### config.mk
export PLATFORM = sky130hd
export DESIGN_NAME = serial_adder
export DESIGN_NICKNAME = d
export VERILOG_FILES = /design/src/rtl/serial_adder.sv
export SDC_FILE = /design/constraint.sdc
export NUM_CORES = 1
export LEC_CHECK = 0
export BUFFER_PORTS_ARGS = -buffer_cell sky130_fd_sc_hd__buf_2
export CORE_ASPECT_RATIO = 1.5
export CORE_UTILIZATION = 56
export CTS_CLUSTER_DIAMETER = 80
export DETAILED_ROUTE_END_ITERATION = 12
export GPL_TIMING_DRIVEN = 0
export PLACE_DENSITY_LB_ADDON = 0.3
export RECOVER_POWER = 25
export SKIP_CTS_REPAIR_TIMING = 1
export SYNTH_ARGS = -nofsm -noshare
export SYNTH_HDL_FRONTEND = slang
export SYNTH_SLANG_ARGS = --single-unit
### constraint.sdc
create_clock -name clk -period 2.3 [get_ports clk]
set_input_delay 0.46 -clock clk [delete_from_list [all_inputs] [get_ports clk]]
set_output_delay 0.46 -clock clk [all_outputs]
set_load 0.02 [all_outputs]
### src/rtl/serial_adder.sv
// Bit-serial adder: one full-adder cell, LSB first, WIDTH cycles per operation.
// Define SERIAL_ADDER_SUB_EN to add port sub, which selects a - b - cin (borrow chain).
module serial_adder #(
    parameter int unsigned WIDTH = 8
) (
    input  logic             clk,
    input  logic             rst_n,
    input  logic             start,
    input  logic [WIDTH-1:0] a,
    input  logic [WIDTH-1:0] b,
    input  logic             cin,
    input  logic             ack,
`ifdef SERIAL_ADDER_SUB_EN
    input  logic             sub,
`endif
    output logic [WIDTH-1:0] sum,
    output logic             cout,
    output logic             valid,
    output logic             busy
);

    localparam int unsigned CntW = $clog2(WIDTH + 1);

    typedef enum logic [1:0] {StIdle, StRun, StDone} state_e;

    state_e            state_q, state_d;
    logic [WIDTH-1:0]  a_q, a_d;
    logic [WIDTH-1:0]  b_q, b_d;
    logic [WIDTH-1:0]  sum_q, sum_d;
    logic              carry_q, carry_d;
    logic [CntW-1:0]   cnt_q, cnt_d;
    logic              cell_s;
    logic              cell_c;

`ifdef SERIAL_ADDER_SUB_EN
    logic sub_q, sub_d;

    // Difference bit equals sum bit; only the carry/borrow chain differs.
    always_comb begin
        cell_s = a_q[0] ^ b_q[0] ^ carry_q;
        if (sub_q) begin
            cell_c = (~a_q[0] & b_q[0]) | (~(a_q[0] ^ b_q[0]) & carry_q);
        end else begin
            cell_c = (a_q[0] & b_q[0]) | ((a_q[0] ^ b_q[0]) & carry_q);
        end
    end
`else
    always_comb begin
        cell_s = a_q[0] ^ b_q[0] ^ carry_q;
        cell_c = (a_q[0] & b_q[0]) | ((a_q[0] ^ b_q[0]) & carry_q);
    end
`endif

    always_comb begin
        state_d = state_q;
        a_d     = a_q;
        b_d     = b_q;
        sum_d   = sum_q;
        carry_d = carry_q;
        cnt_d   = cnt_q;
`ifdef SERIAL_ADDER_SUB_EN
        sub_d   = sub_q;
`endif
        unique case (state_q)
            StIdle: begin
                if (start) begin
                    a_d     = a;
                    b_d     = b;
                    carry_d = cin;
                    cnt_d   = '0;
`ifdef SERIAL_ADDER_SUB_EN
                    sub_d   = sub;
`endif
                    state_d = StRun;
                end
            end
            StRun: begin
                a_d     = a_q >> 1;
                b_d     = b_q >> 1;
                sum_d   = {cell_s, sum_q[WIDTH-1:1]};
                carry_d = cell_c;
                cnt_d   = cnt_q + CntW'(1);
                if (cnt_q == CntW'(WIDTH - 1)) begin
                    state_d = StDone;
                end
            end
            StDone: begin
                if (ack) begin
                    state_d = StIdle;
                end
            end
            default: state_d = StIdle;
        endcase
    end

    always_ff @(posedge clk or negedge rst_n) begin
        if (!rst_n) begin
            state_q <= StIdle;
            a_q     <= '0;
            b_q     <= '0;
            sum_q   <= '0;
            carry_q <= 1'b0;
            cnt_q   <= '0;
        end else begin
            state_q <= state_d;
            a_q     <= a_d;
            b_q     <= b_d;
            sum_q   <= sum_d;
            carry_q <= carry_d;
            cnt_q   <= cnt_d;
        end
    end

`ifdef SERIAL_ADDER_SUB_EN
    always_ff @(posedge clk or negedge rst_n) begin
        if (!rst_n) begin
            sub_q <= 1'b0;
        end else begin
            sub_q <= sub_d;
        end
    end
`endif

    assign sum   = sum_q;
    assign cout  = carry_q;
    assign valid = (state_q == StDone);
    assign busy  = (state_q != StIdle);

endmodule

# Word-level counts from Yosys, hierarchy flattened
# Cells that the tools add are included.
word_totals:
  regBits: 31
  output_inout_bits: 11
  word_cells: 35
op_classes:
  n_addsub: 1
  n_eq_ne: 6
  n_mux: 12
  bitwise: 5
  reduce_logical: 5
ops:
  columns: ["cell", "n"]
  rows:
  - ["one-hot mux 8 bit (2 select lines)", 2]
  - ["2-to-1 mux 8 bit", 2]
  - ["one-hot mux 4 bit (2 select lines)", 1]
  - ["2-to-1 mux 2 bit", 3]
  - ["!= test 2 bit, second input constant", 3]
  - ["one-hot mux 2 bit (3 select lines)", 1]
  - ["adder 4 x 1 -> 4 bit, second input constant", 1]
  - ["== test 4 x 3 -> 1 bit, second input constant", 1]
  - ["2-to-1 mux 4 bit", 1]
  - ["nonzero test 2 bit", 2]
  - ["AND reduction 3 bit", 1]
  - ["AND 1 bit", 2]
  - ["== test 2 x 1 -> 1 bit, second input constant", 1]
  - ["== test 2 bit, second input constant", 1]
  - ["zero test 2 bit", 1]
  - ["one-hot mux 1 bit (2 select lines)", 1]
  - ["AND reduction 2 bit", 1]
  - ["bitwise XOR 1 bit", 2]
  - ["2-to-1 mux 1 bit", 1]
  - ["bitwise OR 1 bit", 1]

# Depth between registers and ports, before layout
# Gate-level depths: netlist of the first run.
depth:
  ltp_word: 4
  mapped_depth: 4
  mapped_depth_nobuf: 3

# Worst setup path after synthesis of the first run
# Ideal clock, no wire load.
synth_timing:
  kind: "reg2out"
  startpoint: "reg state_q[0]"
  endpoint: "out busy"
  arrival_ps: 881
  required_ps: 1840
  slack_ps: 959
  path_stages_with_launch: 3
  n_path_buf: 1
  cell_sequence: "dfrtp_1 -> buf_2 -> or2_1"
synth_via:
  elab_chain_len: 1
synth_rtl:
  columns: ["item", "line", "text"]
  rows:
  - ["from (decl)", "26", "state_e state_q, state_d;"]
  - ["from (signal assigned)", "98", "state_q <= StIdle;"]
  - ["from (signal assigned)", "105", "state_q <= state_d;"]
  - ["nonzero test 2 bit", "127", "assign busy = (state_q != StIdle);"]
  - ["to (decl)", "19", "output logic busy"]
# No other way between the ends.

# Final worst setup path of the first run
# Same ends and word-level chain as after synthesis.

==> metrics.md, run 1 <==
| Metric | Value |
|---|---|
| Leak pwr | `0.778 nW` |
| Mux share of post-synthesis cell area | `7.46%` |
| Post-synthesis sequential area ratio | `57.1%` |
| Synth Instances | `125` |
| Synth unique cells | `26` |
| Req. time, crit path | `1.84 ns` |
| RSZ-0062 raised after global routing | `no` |
| Status | `complete, but fails checks` |
| Vert. Die Dim | `62.3 µm` |
| Simple-gate portion of the synthesized area | `12.2%` |
| First-pass GRT wire length | `4570 µm` |
| Hold Vio Cnt, Final | `0` |
| Largest net degree at the start of global routing | `32` |
| Total CTS buffers | `5` |
| Largest family of logic cells by synthesized area | `compound AO/OA/AOI/OAI gates` |
| DP Worst Slack | `0.793 ns` |
| Vias in the first global route | `1,049` |
| Clk slew on worst S/H paths | `0.09 ns` |
| Most area-hungry cell type in the Yosys netlist | `dfrtp_1` |
| Worst Hold Launch | `b[7]` |
| Top-count cell post-synth | `dfrtp_1` |
| Initial antenna violation count | `0` |
| Max Freq | `0.535 GHz` |
| Syn avg cell area | `10.9 µm²` |
| Post-Synth XOR/XNOR Area | `0%` |
| Number of synthesized flops with an enable pin | `0` |
| Dpl hpwl | `1970 µm` |
| Post-synthesis compound-gate area fraction | `17.3%` |
| WHS | `0.359 ns` |
| Final setup TNS | `0 ns` |
| Grt total ovfl | `0` |
| Fill count | `183` |
| Grt met3 use | `5.23%` |
| Slowest cell on crit path | `dfrtp_1` |
| Crit Path Class | `reg2out` |
| Syn Nets | `148` |
| IO buf count | `31` |
| CTS Sinks | `31` |
| Period minus WS final | `1.87 ns` |
| Remaining DRCs | `0` |
| CTS Buffer Depth | `2` |
| CP Launch Type | `flip-flop` |
| Gpl congestion | `0.804` |
| Io pins | `32` |
| Post-Synth Adder-Cell Area | `2.39%` |
| Fin. max-slew vios | `32` |
| ANT nets after route | `0` |
| Final period utilization | `81.2%` |
| Worst VDD drop | `716 µV` |
| Crit path arrival time | `1.41 ns` |
| Worst-path fanout max | `10` |
| DR iter-0 viols | `31` |
| Max-slew headroom | `-4.78%` |
| DIE AREA | `0.00263 mm²` |
| M2 GR Usage | `40.2%` |
| Ys async rst share | `100%` |
| Final setup fails | `0` |
| Max_cap viols | `1` |
| Most used DFF post-synth | `dfrtp_1` |
| Total Wirelength | `2670 µm` |
| Failing checks | `max-capacitance violations, max-slew violations` |
| Worst Setup SP | `state_q[0]$_DFFE_PN0P_` |
| Die width | `42.2 µm` |
| CP most frequent cell | `buf_2` |
| Post-synth top cells | `dfrtp_1 (31), nand2_1 (22), o21ai_1 (19), a22oi_1 (14), mux2_1 (8)` |
| Power Dens Cells | `1250 mW/mm²` |
| Global-route layer with the greatest usage | `met2` |
| Initial Util | `60.1%` |
| Crit path max-delay family | `flip-flops` |
| Vias per cell | `5.84` |
| Row cnt | `21` |
| CP cell instances | `buf_2 > or2_1 > buf_2` |
| Endpoint class of the critical path | `primary output` |
| Slowest stage delay, CP | `0.46 ns` |
| Drt first pass iters | `4` |
| H-tree Lvls | `2` |
| Worst skew pair latency | `0.33 ns` |
| Synthesized area | `0.00136 mm²` |
| DR WL/cell | `14.3 µm` |
| Top cells by area, synth | `dfrtp_1 (57%), a22oi_1 (7.7%), o21ai_1 (7.0%), mux2_1 (6.6%), nand2_1 (6.1%)` |
| TritonCTS clock tree | `yes` |
| Layout area overhead | `18.5%` |
| Core Region | `0.00226 mm²` |
| Yosys reg bits | `31` |
| Synth top area share | `57.1%` |
| Worst Slack Setup Final | `0.432 ns` |
| Clock root cell | `clkbuf_4` |
| All-Layer GR Usage | `23.2%` |
| Tightest Pin Transition | `1.57 ns` |
| Fraction of layout cells with a size suffix above 1 | `28.0%` |
| Nets | `186` |
| Worst Path Buf+Inv | `2` |
| Via count | `1,093` |
| M1 GR Usage | `25.9%` |
| Number of diodes | `0` |
| Worst R2R Start | `cout$_DFFE_PN0P_` |
| Worst Clk Skew | `0.00299 ns` |
| Synth warn | `0` |
| Hold crit path type | `in2reg` |
logic make-up (layout without fill, tap and decap cells):
group           after synthesis  after routing
simple gates                 35             35
compound gates               38             38
flops                        31             31
fa+ha+maj                     2              2
buf+inv                      10             49
mux                           9              9
metal layers:
layer / share of wire, % / vias up
met5: 0 / -
met4: 2.4 / 0
met3: 4.3 / 7
met2: 53 / 32
met1: 40 / 537
li1: - / 517
placed cells by master (no fill, tap or decap):
master     count
a21oi_1        1
buf_2         36
nor2b_2        1
nor2b_1        2
a22o_1         1
inv_1          2
ha_1           1
clkbuf_4       5
and3b_1        1
nand2_1       22
or2_1          1
mux2_2         1
o21bai_1       1
buf_4          1
mux2_1         8
nand3_1        3
nor2_1         1
nand2b_1       2
o21ai_1       19
a2bb2oi_1      1
dfrtp_1       31
clkbuf_8       2
or3_1          1
clkbuf_1       3
fa_1           1
o21ai_0        1
nand4b_1       1
a22oi_1       14
per-stage QoR:
| step | cells | utilization [%] | cell area (µm²) | power (mW) |
|---|---|---|---|---|
| global placement | 179 | 68.3 | 1540 | 1.62 |
| CTS | 187 | 71.3 | 1610 | 2.04 |
| finish | 187 | 71.3 | 1610 | 2.01 |
| floorplan | 125 | - | 1360 | 1.43 |
| global route | 187 | 71.3 | 1610 | 2.16 |
| detailed placement | 179 | 68.3 | 1540 | 1.68 |
final cells by class:
class,instances,area (µm²),share of cell area [%]
multi-input cells,84,534,33.2
flip-flops and latches,31,776,48.2
plain buffers,8,41.3,2.56
clock buffers,8,68.8,4.27
repair buffers,31,154,9.56
well taps,23,28.8,1.79
inverters,2,7.51,0.466
sequential cells by signal, summed over array words and instances, names as in the netlist:
name	count
a_q	8
b_q	8
state_q	2
cout	1
cnt_q	4
sum	8
power breakdown:
group,switching (mW),total (mW),internal (mW)
Sequential,0.145,0.903,0.758
Clock,0.180,0.359,0.180
Combinational,0.424,0.752,0.327
Total,0.749,2.01,1.26
final timing paths:
path,cells after the start,to,slack [ns]
worst max-delay path,3,busy,0.43
worst min-delay path,3,b_q[7]$_DFFE_PN0P_,0.36
worst max register to register,2,sum[7]$_DFFE_PN0N_,1.02
worst min register to register,1,sum[0]$_DFFE_PN0N_,0.49
max in group asynchronous,1,sum[5]$_DFFE_PN0N_,0.89
min in group asynchronous,1,a_q[5]$_DFFE_PN0P_,0.51
tightest hold or removal path, cell delays in order:
cell,delay (ns)
buf_2,0.09
nand2_1,0.05
o21ai_1,0.05
Note: power is estimated with default switching activity, not from simulation.
==> inputs of run 2 (changes only) <==
ABC_AREA = 1   (was not set)
CORE_UTILIZATION = 47   (was 56)
clock period = 1.7 ns   (was 2.3 ns; I/O delays follow)
==> run 2 against run 1 <==
Against the previous run:
- the flow now finishes without violations
- global-route usage shrank 0.50 points
- final cell count grew 31%
- routed wire length grew 15%
==> metrics.md, run 2 <==
| Metric | Value |
|---|---|
| Status | `finished, final reports clean` |
| Number of synthesized flops with an enable pin | `0` |
| Initial antenna violation count | `0` |
| Worst R2R Start | `state_q[1]$_DFFE_PN0P_` |
| Net switching power | `1.34 mW` |
| Max-slew headroom | `49.7%` |
| Dpl cell area | `0.00162 mm²` |
| Vert. Die Dim | `69.1 µm` |
| Req. time, crit path | `1.36 ns` |
| H-tree Lvls | `2` |
| DIE AREA | `0.00323 mm²` |
| Clock root cell | `clkbuf_8` |
| Layout area overhead | `22.8%` |
| CTS Buffer Depth | `2` |
| Multi-input logic area | `544 µm²` |
| Post-synthesis sequential area ratio | `55.0%` |
| CTS Sinks | `31` |
| Crit Path Class | `reg2out` |
| Vias in the first global route | `1,235` |
| DR WL/cell | `12.6 µm` |
| Register area | `776 µm²` |
| Logic pwr share | `39.4%` |
| ANT nets after route | `0` |
| Synthesized area | `0.00141 mm²` |
| Total Wirelength | `3090 µm` |
| Ys async rst share | `100%` |
| Io pins | `32` |
| Crit path arrival time | `1.25 ns` |
| Worst Slack Setup Final | `0.111 ns` |
| Most common cell after layout, fill and taps aside | `nand2_1` |
| Drt first pass iters | `4` |
| Fin. max-slew vios | `0` |
| Power Dens Cells | `1920 mW/mm²` |
| Vias per cell | `5.03` |
| Most frequent cells in the layout | `nand2_1 (52), nand3_1 (41), buf_2 (34)` |
| Endpoint class of the critical path | `primary output` |
| Hold crit path type | `in2async` |
| Cells on worst reg2reg path | `6` |
| Worst VDD drop | `1250 µV` |
| Max Freq | `0.629 GHz` |
| Leak pwr | `0.908 nW` |
| Slowest cell on crit path | `dfrtp_1` |
| Worst Clk Skew | `0.00576 ns` |
| Grt total ovfl | `0` |
| Die width | `46.7 µm` |
| Tightest Pin Transition | `0.755 ns` |
| P_int | `1.99 mW` |
| Final setup TNS | `0 ns` |
| Worst skew pair latency | `0.29 ns` |
| Hold Vio Cnt, Final | `0` |
| Remaining DRCs | `0` |
| Reg2reg setup slack | `0.40 ns` |
| Worst R2R End | `b_q[0]$_DFFE_PN0P_` |
| Sw Share | `40.2%` |
| Top cells by area, synth | `dfrtp_1 (55%), nand3_1 (15%), nand2_1 (14%), o21ai_0 (3.2%), inv_1 (2.4%)` |
| Clk pwr share | `22.7%` |
| CP cell instances | `nor2_1 > inv_1 > buf_2` |
| Most used DFF post-synth | `dfrtp_1` |
| TritonCTS clock tree | `yes` |
| Syn avg cell area | `8.45 µm²` |
| Clk slew on worst S/H paths | `0.07 ns` |
| Most area-hungry cell type in the Yosys netlist | `dfrtp_1` |
| Post-synth top cells | `nand2_1 (52), nand3_1 (41), dfrtp_1 (31), inv_1 (9), o21ai_0 (9)` |
| Synth Instances | `167` |
| Fill count | `285` |
| DP Worst Slack | `0.406 ns` |
| Core Region | `0.00288 mm²` |
| Syn Nets | `190` |
| DR iter-0 viols | `32` |
| Final setup fails | `0` |
| Number of diodes | `0` |
| Slowest stage delay, CP | `0.45 ns` |
| Gpl congestion | `0.755` |
| All-Layer GR Usage | `22.7%` |
| First-pass GRT wire length | `5290 µm` |
| Synth warn | `0` |
| Post-route design area | `0.00173 mm²` |
| Synth unique cells | `16` |
| RSZ-0062 raised after global routing | `no` |
| CP Launch Type | `flip-flop` |
| Nets | `228` |
| Initial Util | `49.0%` |
| Sequential share of power | `37.9%` |
| IO buf count | `31` |
| Total CTS buffers | `5` |
| Fraction of layout cells with a size suffix above 1 | `24.8%` |
| Largest net degree at the start of global routing | `32` |
| Max_cap viols | `0` |
| Worst-path fanout max | `5` |
| Yosys reg bits | `31` |
| Synth top area share | `55.0%` |
| Final period utilization | `93.5%` |
| Row cnt | `24` |
| Via count | `1,232` |
| Dpl hpwl | `2190 µm` |
| Top-count cell post-synth | `nand2_1` |
| Period minus WS final | `1.59 ns` |
==> run 2: cell count changes after synthesis, moves of 8 or more <==
cell | previous run | this run
o21ai_1 | 19 | 1
nand3_1 | 3 | 41
a22oi_1 | 14 | 0
nand2_1 | 22 | 52
mux2_1 | 8 | 0
o21ai_0 | 1 | 9
==> run 2: worst max path at each step <==
stage                     cells past startpoint                   start            endpoint  slack (ns)
after floorplan                               5        cout$_DFFE_PN0P_    cout$_DFFE_PN0P_        0.50
after global placement                        6  state_q[1]$_DFFE_PN0P_  b_q[1]$_DFFE_PN0P_        0.46
after CTS                                     3  state_q[1]$_DFFE_PN0P_                busy        0.09
final                                         3  state_q[1]$_DFFE_PN0P_                busy        0.11
after global routing                          3  state_q[1]$_DFFE_PN0P_                busy        0.04
after detailed placement                      3  state_q[1]$_DFFE_PN0P_                busy        0.41
==> run 2: power by group through the flow <==
stage	combinational [mW]	clock [mW]	sequential (mW)
after global routing	1.49	0.797	1.30
final	1.31	0.757	1.26
after floorplan	0.851	0	1.33
after detailed placement	1.31	0	1.28
after global placement	1.27	0	1.26
after CTS	1.33	0.768	1.26
==> run 2: cell type report <==
| cell class | instances | share of cell area, % |
|---|---|---|
| clock inverter | 2 | 2.02 |
| tap | 39 | 2.82 |
| multi-input combinational | 117 | 31.4 |
| inverter | 11 | 2.38 |
| buffer | 8 | 2.89 |
| clock buffer | 6 | 4.77 |
| timing repair buffer | 31 | 8.95 |
| sequential | 31 | 44.8 |
==> run 2: logic make-up after synthesis <==
group / share of synthesized area (%)
buffers and inverters: 6.47
AND/OR/NAND/NOR: 31.7
XOR/XNOR: 0.621
flip-flops: 55.0
AO/OA/AOI/OAI: 3.90
adder cells (fa/ha/maj): 2.30
==> run 2: worst max-delay path: cells and delay by family (launching register included) <==
kind	cells	cell delay [ns]
buf+inv	2	0.25
flops	1	0.45
simple gates	1	0.26
==> run 2: through the flow <==
step / cells / power (mW) / hold slack [ns] / util [%]
finish: 245 / 3.33 / 0.107 / 60.1
global route: 245 / 3.59 / 0.164 / 60.1
CTS: 245 / 3.36 / 0.106 / 60.1
detailed placement: 237 / 2.59 / 0.417 / 56.0
global placement: 237 / 2.53 / 0.407 / 56.0
floorplan: 167 / 2.19 / 0.0444 / -
==> run 2: routing by layer <==
layer  up-vias  part of all wire [%]  GRT usage, %
met3         6                   4.9          6.81
met2        36                    52          37.2
met5         -                     0             0
met4         0                   2.3          9.52
li1        615                     -             -
met1       575                    40          26.2
==> inputs of run 3 (changes only) <==
CORE_UTILIZATION = 45   (was 47)
CTS_CLUSTER_SIZE = 12   (was not set)
==> run 3 against run 2 <==
Against the previous run:
- total power decreased by 3.1%
- cell area down 1.0%
- hold slack gained 0.0088 ns
- final cell count stayed put
- clock skew is 0.0034 ns lower
- core utilization down 1.8 points
- flip-flop and latch count stayed put
- fmax shrank 0.78%
- critical endpoint unchanged
- largest power group unchanged
==> metrics.md, run 3 (synthesis results as in run 2) <==
| Metric | Value |
|---|---|
| Logic pwr share | `40.7%` |
| WHS | `0.115 ns` |
| RSZ-0062 raised after global routing | `no` |
| Final period utilization | `94.2%` |
| Final setup TNS | `0 ns` |
| Register area | `776 µm²` |
| Design Power | `3.23 mW` |
| CP cell instances | `nor2_1 > inv_1 > buf_2` |
| Hold crit path type | `in2async` |
| Worst skew pair latency | `0.29 ns` |
| Vias in the first global route | `1,245` |
| Remaining DRCs | `0` |
| Number of diodes | `0` |
| Clk slew on worst S/H paths | `0.06 ns` |
| P_int | `1.89 mW` |
| Fraction of layout cells with a size suffix above 1 | `24.3%` |
| DR WL/cell | `13.0 µm` |
| Hold Vio Cnt, Final | `0` |
| Drt first pass iters | `4` |
| Fill count | `316` |
| Worst R2R Start | `state_q[1]$_DFFE_PN0P_` |
| Worst Path Buf+Inv | `2` |
| Clk pwr share | `19.9%` |
| Leak pwr | `0.898 nW` |
| Worst R2R End | `b_q[4]$_DFFE_PN0P_` |
| Dpl hpwl | `2270 µm` |
| Io pins | `32` |
| Row cnt | `24` |
| Fin. max-slew vios | `0` |
| Max_cap viols | `0` |
| Worst VDD drop | `1090 µV` |
| Req. time, crit path | `1.36 ns` |
| Clock root cell | `clkbuf_8` |
| Max-slew headroom | `48.0%` |
| Crit Path Class | `reg2out` |
| Status | `finished, final reports clean` |
| Final setup fails | `0` |
| Endpoint class of the critical path | `primary output` |
| Vias per cell | `5.18` |
| Net switching power | `1.33 mW` |
| Worst Clk Skew | `0.00238 ns` |
| Levels on crit path | `3` |
| Vert. Die Dim | `70.6 µm` |
| H-tree Lvls | `2` |
| Nets | `228` |
| DR iter-0 viols | `33` |
| Total Wirelength | `3180 µm` |
| Max Freq | `0.624 GHz` |
| Gpl congestion | `0.772` |
| CTS Buffer Depth | `2` |
| Sw Share | `41.3%` |
| Cells on worst reg2reg path | `6` |
| Slowest cell on crit path | `dfrtp_1` |
| Largest net degree at the start of global routing | `32` |
| Period minus WS final | `1.60 ns` |
| Core Region | `0.00294 mm²` |
| Worst-path fanout max | `5` |
| Total CTS buffers | `5` |
| Layout area overhead | `21.5%` |
| Reg2reg setup slack | `0.40 ns` |
| CTS Sinks | `31` |
| All-Layer GR Usage | `22.8%` |
| Multi-input logic area | `544 µm²` |
| DIE AREA | `0.00337 mm²` |
| Worst Setup SP | `state_q[1]$_DFFE_PN0P_` |
| Initial antenna violation count | `0` |
| Fin util | `58.3%` |
| IO buf count | `31` |
| Grt total ovfl | `0` |
| Tightest Pin Transition | `0.780 ns` |
| Most frequent cells in the layout | `nand2_1 (52), nand3_1 (41), buf_2 (34)` |
| Slowest stage delay, CP | `0.46 ns` |
| Die width | `47.7 µm` |
| Most common cell after layout, fill and taps aside | `nand2_1` |
| ANT nets after route | `0` |
| Power Dens Cells | `1880 mW/mm²` |
| Crit path arrival time | `1.26 ns` |
| TritonCTS clock tree | `yes` |
| First-pass GRT wire length | `5460 µm` |
| Initial Util | `48.0%` |
| Sequential share of power | `39.5%` |
| Worst setup path end | `busy` |
| Via count | `1,269` |
| CP Launch Type | `flip-flop` |
| Crit path max-delay family | `flip-flops` |
-- run 3: cell count changes in the layout (fill, tap and decap cells not counted) --
cell / previous run / this run
clkbuf_8: 6 / 7
clkbuf_1: 0 / 1
bufinv_16: 1 / 0
clkinv_2: 1 / 0
-- run 3: power groups by stage --
stage | Combinational, mW | Clock (mW) | Sequential [mW]
after floorplan | 0.851 | 0 | 1.33
after global placement | 1.27 | 0 | 1.26
after detailed placement | 1.33 | 0 | 1.28
after CTS | 1.34 | 0.656 | 1.27
after global routing | 1.51 | 0.676 | 1.31
final | 1.31 | 0.642 | 1.27
-- run 3: layout make-up --
| type | instances | share of cell area [%] |
|---|---|---|
| Buffer | 8 | 2.92 |
| Clock buffer | 8 | 5.84 |
| Inverter | 11 | 2.41 |
| Multi-Input combinational cell | 117 | 31.7 |
| Sequential cell | 31 | 45.2 |
| Tap cell | 39 | 2.84 |
| Timing Repair Buffer | 31 | 9.04 |
-- run 3: through the flow --
step	std cells	worst slack [ns]	cell area (µm²)
2_1_floorplan	167	0.499	1410
3_3_place_gp	237	0.467	1620
5_1_grt	245	0.0103	1720
6_report	245	0.0983	1720
3_5_place_dp	237	0.393	1620
4_1_cts	245	0.0738	1720
-- run 3: worst min path at each step --
stage / start / to / slack, ns / cells past startpoint
finish: rst_n / sum[4]$_DFFE_PN0N_ / 0.12 / 1
CTS: rst_n / sum[4]$_DFFE_PN0N_ / 0.11 / 1
global route: rst_n / sum[4]$_DFFE_PN0N_ / 0.18 / 1
detailed placement: rst_n / sum[4]$_DFFE_PN0N_ / 0.42 / 1
floorplan: rst_n / a_q[0]$_DFFE_PN0P_ / 0.04 / 0
global placement: rst_n / sum[5]$_DFFE_PN0N_ / 0.41 / 1
-- run 3: worst reg2reg max path: stages (launching register included) --
cell	delay, ns
dfrtp_1	0.46
inv_2	0.10
nand2_1	0.11
nor2_2	0.21
buf_4	0.22
nand2_1	0.07
nand3_1	0.07
-- run 3: metal layers --
metal  up-vias  GRT usage (%)  share of wire, %
met2        28           36.0                51
met1       618           27.9                43
li1        615              -                 -
met4         0           10.2               2.8
met5         -              0                 0
met3         8           6.12               3.7
